==> config.mk <==
export PLATFORM = sky130hd
export DESIGN_NAME = watchdog_counter
export DESIGN_NICKNAME = d
export VERILOG_FILES = /design/src/rtl/test_status_mmio_watchdog_counter.sv
export SDC_FILE = /design/constraint.sdc
export NUM_CORES = 1
export LEC_CHECK = 0
export CAP_MARGIN = 10
export CORE_MARGIN = 5
export CORE_UTILIZATION = 50
export CTS_CLUSTER_DIAMETER = 200
export DETAILED_ROUTE_END_ITERATION = 6
export PLACE_DENSITY_LB_ADDON = 0.08
export SYNTH_ARGS = -nofsm -noshare
export SYNTH_HDL_FRONTEND = slang
export SYNTH_SLANG_ARGS = --single-unit
==> constraint.sdc <==
create_clock -name clk -period 3.1 [get_ports clk]
set_clock_uncertainty 0.15 [all_clocks]
set_input_delay 0.62 -clock clk [delete_from_list [all_inputs] [get_ports clk]]
set_output_delay 0.62 -clock clk [all_outputs]
set_load 0.02 [all_outputs]
==> src/rtl/test_status_mmio_watchdog_counter.sv <==
// Enabled cycle counter that flags, and parks at, LIMIT-1.
module watchdog_counter #(
  parameter int CNT_W = 32,
  parameter int LIMIT = 100000
) (
  input  logic             clk,
  input  logic             rst,
  input  logic             en,
  output logic [CNT_W-1:0] count,
  output logic             expired
);

  assign expired = (count == CNT_W'(LIMIT - 1));

  // Count enabled cycles; hold once the limit value is reached so it stays readable.
  always_ff @(posedge clk) begin
    if (!rst) begin
      count <= '0;
    end else if (en && !expired) begin
      count <= count + 1'b1;
    end
  end

endmodule

== Word-level counts from Yosys, hierarchy flattened ==
Index checks and enable logic that the tools add are counted.
W data, S select, Z words.

* Flip-flop bits (word level): 32
* Bits of input ports: 3
* Output and inout port bits: 33
* Logic and storage cells: 5

* Add/sub/neg operators: 1
* Equal/unequal tests: 1
* Reductions and logical operators: 2

{| class="wikitable"
|+ Operator list
! operator !! count
|-
| $add A32 B1 Y32 const B || 1
|-
| $eq A32 B17 Y1 const B || 1
|-
| $logic_and A1 B1 Y1 || 1
|-
| $logic_not A1 Y1 || 1
|}

== Longest topological paths before layout ==
* Depth in word-level cells: 3
* Gate-level depth with buffers: 8
* Depth with buffers taken out: 6

== Worst setup path before layout ==
OpenSTA, ideal clock, no wires.

* Path kind: register to output
* Start: register count[8]
* End: output port expired
* Arrival: 1.834 ns
* Required time: 2.330 ns
* Path slack: 0.496 ns
* Stages on the path, launching flop included: 4
* Path buffers: 0
* Cells stage by stage: dfxtp_1 or4b_1 or4_4 nor2_1

* Word-level cells in the longest chain between the ends: 1

{| class="wikitable"
|+ RTL lines
! item !! RTL line !! RTL
|-
| start: declaration || 9 || <nowiki>output logic [CNT_W-1:0] count,</nowiki>
|-
| start signal: assignment || 20 || <nowiki>count <= count + 1'b1;</nowiki>
|-
| $eq A32 B17 Y1 || 13 || <nowiki>assign expired = (count == CNT_W'(LIMIT - 1));</nowiki>
|-
| end: declaration || 10 || <nowiki>output logic expired</nowiki>
|}

Every way passes these cells.

== Worst setup path after layout ==
* Start: register count[31]
* End: output port expired

The elaborated chain is that of the path after synthesis.

==> impl_metrics.json <==
{
  "syn-num-nets": 186,
  "end_kind": "output pin",
  "crit_fanout": 4,
  "endpoint": "expired",
  "grt_pass1_wl_microns": 7370,
  "drv_slew": 0,
  "synth_area_leaders": "dfxtp_1 38%, xnor2_1 5.7%, and2_1 5.2%",
  "num_antenna_cells": 0,
  "initial_utilization": 0.512,
  "vdd_drop_max_uv": 238,
  "hpwl_microns": 3160,
  "synthArstFlopShare": 0,
  "largest_reg_flops": 32,
  "drtIter0Drc": 84,
  "synth_compound_area_frac": 0.173,
  "p_leak_nw": 0.734,
  "largest_register": "count",
  "num_vias": 1602,
  "fmax_mhz": 340,
  "cts.sinks": 32,
  "switchingPower_w": 0.000167,
  "grt_max_degree": 41,
  "synthCells": 182,
  "die_y_microns": 68.0,
  "ys_ff_latch": 32,
  "ys_seq_area_frac": 0.381,
  "yosysTopAreaCell": "dfxtp_1",
  "cts_max_level": 2,
  "io_pins": 36,
  "place_ws_ps": 101,
  "routed_wirelength_microns": 4320,
  "r2r_cells": 6,
  "clock_path_buffers": 2,
  "yosys_most_used_dff": "dfxtp_1",
  "drive_gt1_frac": 0.134,
  "setup_violations": 0,
  "avgRoutedWirePerCell_microns": 15.6,
  "rows": 21,
  "post-route-period-util": 0.950,
  "synth_xor_area_frac": 0.0729,
  "yosysTopAreaCellShare": 0.381,
  "core_sq_um": 3280,
  "cp-start-kind": "flop",
  "slew-limit-headroom": 0.592,
  "syn-cell-area_sq_um": 1680,
  "p_comb_frac": 0.053,
  "max-cap-violations": 0,
  "worstSetupPathType": "reg -> out",
  "grt_usage": 0.212,
  "clock_insertion_delay_worst_skew_ps": 340,
  "synth_top_family_by_area": "simple AND/OR/NAND/NOR gates",
  "layout.nets": 234,
  "synth_edf_count": 0,
  "status": "finished, final reports clean",
  "hold_ws_ps": 379,
  "ys_types": 40,
  "n_fill_cell": 290,
  "internal_power_w": 0.000541,
  "synth-adder-area-share": 0.00744,
  "place_congestion": 0.837,
  "io_buffers": 35,
  "min_period_ps": 2940,
  "rrSetupSlack_ps": 470,
  "reg_top3": "count (32)",
  "yosysWarningCount": 0,
  "r2r-end": "count[0]",
  "worstReg2RegStart": "count[31]",
  "post-route-drc-count": 0,
  "final_util": 0.670,
  "fin_ws_ps": 155,
  "cts-buffers-inserted": 5,
  "grt.overflow.total": 0,
  "grt_antenna_before_repair": 0,
  "critPathArrivalTime_ps": 2170,
  "clk_pin_slew_ps": 90,
  "fin_tns_setup_ps": 0,
  "seqPwrFrac": 0.589,
  "cp_data_required_time_ps": 2330,
  "avgSynthCellArea_sq_um": 9.24,
  "clock_power_share": 0.358,
  "hp-class": "reg -> reg",
  "die_w_microns": 68.0,
  "root_buffer": "clkbuf_4",
  "sw_frac_of_total": 0.236,
  "power_w": 0.000709,
  "post_drt_via_cell_ratio": 5.78,
  "tritoncts": "yes",
  "first_global_vias": 1575,
  "worst-slew-pin-transition_ps": 609,
  "area_growth_pct": 30.8,
  "dieArea_sq_um": 4620,
  "yosys.area_share.simple": 0.332,
  "rsz0062_at_grt": "false",
  "drt_pass1_iterations": 4,
  "power_density_nw_per_um2": 322,
  "yosys-top-cells-count": "32 x dfxtp_1, 14 x and2_1, 11 x nand2_1, 11 x nand4_1, 11 x xnor2_1",
  "synth_most_common_cell": "dfxtp_1",
  "hold_viol_final": 0,
  "ant_nets": 0,
  "synthMuxAreaShare": 0,
  "crit_path_start": "count[31]"
}
==> placed cells by master (no fill, tap or decap), drive strengths merged, types with 7 or more instances in the layout <==
cell	instances
nand4	11
a21boi	9
clkdlybuf4s50	34
or4	7
clkbuf	9
nand2	11
buf	14
and2	14
nand3	10
o31ai	10
dfxtp	32
o21ai	8
xnor2	11
==> metal layers <==
layer | vias to the layer above | share of wire | track usage
li1 | 784 | - | -
met1 | 762 | 0.47 | 0.271
met2 | 47 | 0.46 | 0.335
met3 | 9 | 0.057 | 0.0525
met4 | 0 | 0.016 | 0.0993
met5 | - | 0 | 0
==> stage by stage <==
stage               area (sq um)  cells
floorplan                   1680    182
finish                      2200    277
global placement            2150    269
CTS                         2200    277
global route                2200    277
detailed placement          2150    269
==> power groups by stage <==
| stage | Combinational (W) | Clock (W) | Sequential (W) |
|---|---|---|---|
| after floorplan | 0.0000218 | 0 | 0.000430 |
| after global placement | 0.0000364 | 0 | 0.000426 |
| after detailed placement | 0.0000374 | 0 | 0.000427 |
| after CTS | 0.0000377 | 0.000259 | 0.000417 |
| after global routing | 0.0000414 | 0.000276 | 0.000418 |
| final | 0.0000377 | 0.000254 | 0.000417 |
==> logic make-up after synthesis <==
logic type,after synthesis
AO/OA/AOI/OAI,36
XOR/XNOR,14
adder cells (fa/ha/maj),1
buffers and inverters,10
flip-flops,32
AND/OR/NAND/NOR,89
==> worst min path at each step <==
stage / depth (start not counted) / slack (ps) / from / to
global route: 2 / 410 / count[12] / count[12]
floorplan: 2 / 420 / count[1] / count[1]
detailed placement: 2 / 370 / count[7] / count[7]
finish: 2 / 380 / count[7] / count[7]
CTS: 2 / 380 / count[7] / count[7]
global placement: 2 / 340 / count[1] / count[1]
==> what timing repair did <==
action,in CTS,in global routing
endpoints found under the setup margin,1,1
endpoints found under the hold margin,0,0
resized for setup,2,1
hold buffers,0,0
setup buffers,0,0
==> worst max-delay path: stages (launching register included) <==
cell and delay [ps]:
dfxtp_1 350, or4_1 520, or4_4 570, nor2_1 190, clkbuf_2 210
==> final cells by class <==
cell class / count / area [sq um] / area share
Timing Repair Buffer: 49 / 450 / 0.205
Clock buffer: 8 / 58.8 / 0.0267
Inverter: 2 / 7.51 / 0.00341
Tap cell: 46 / 57.6 / 0.0262
Sequential cell: 32 / 641 / 0.291
Multi-Input combinational cell: 140 / 985 / 0.448
Power figures use the tool's default switching activity.
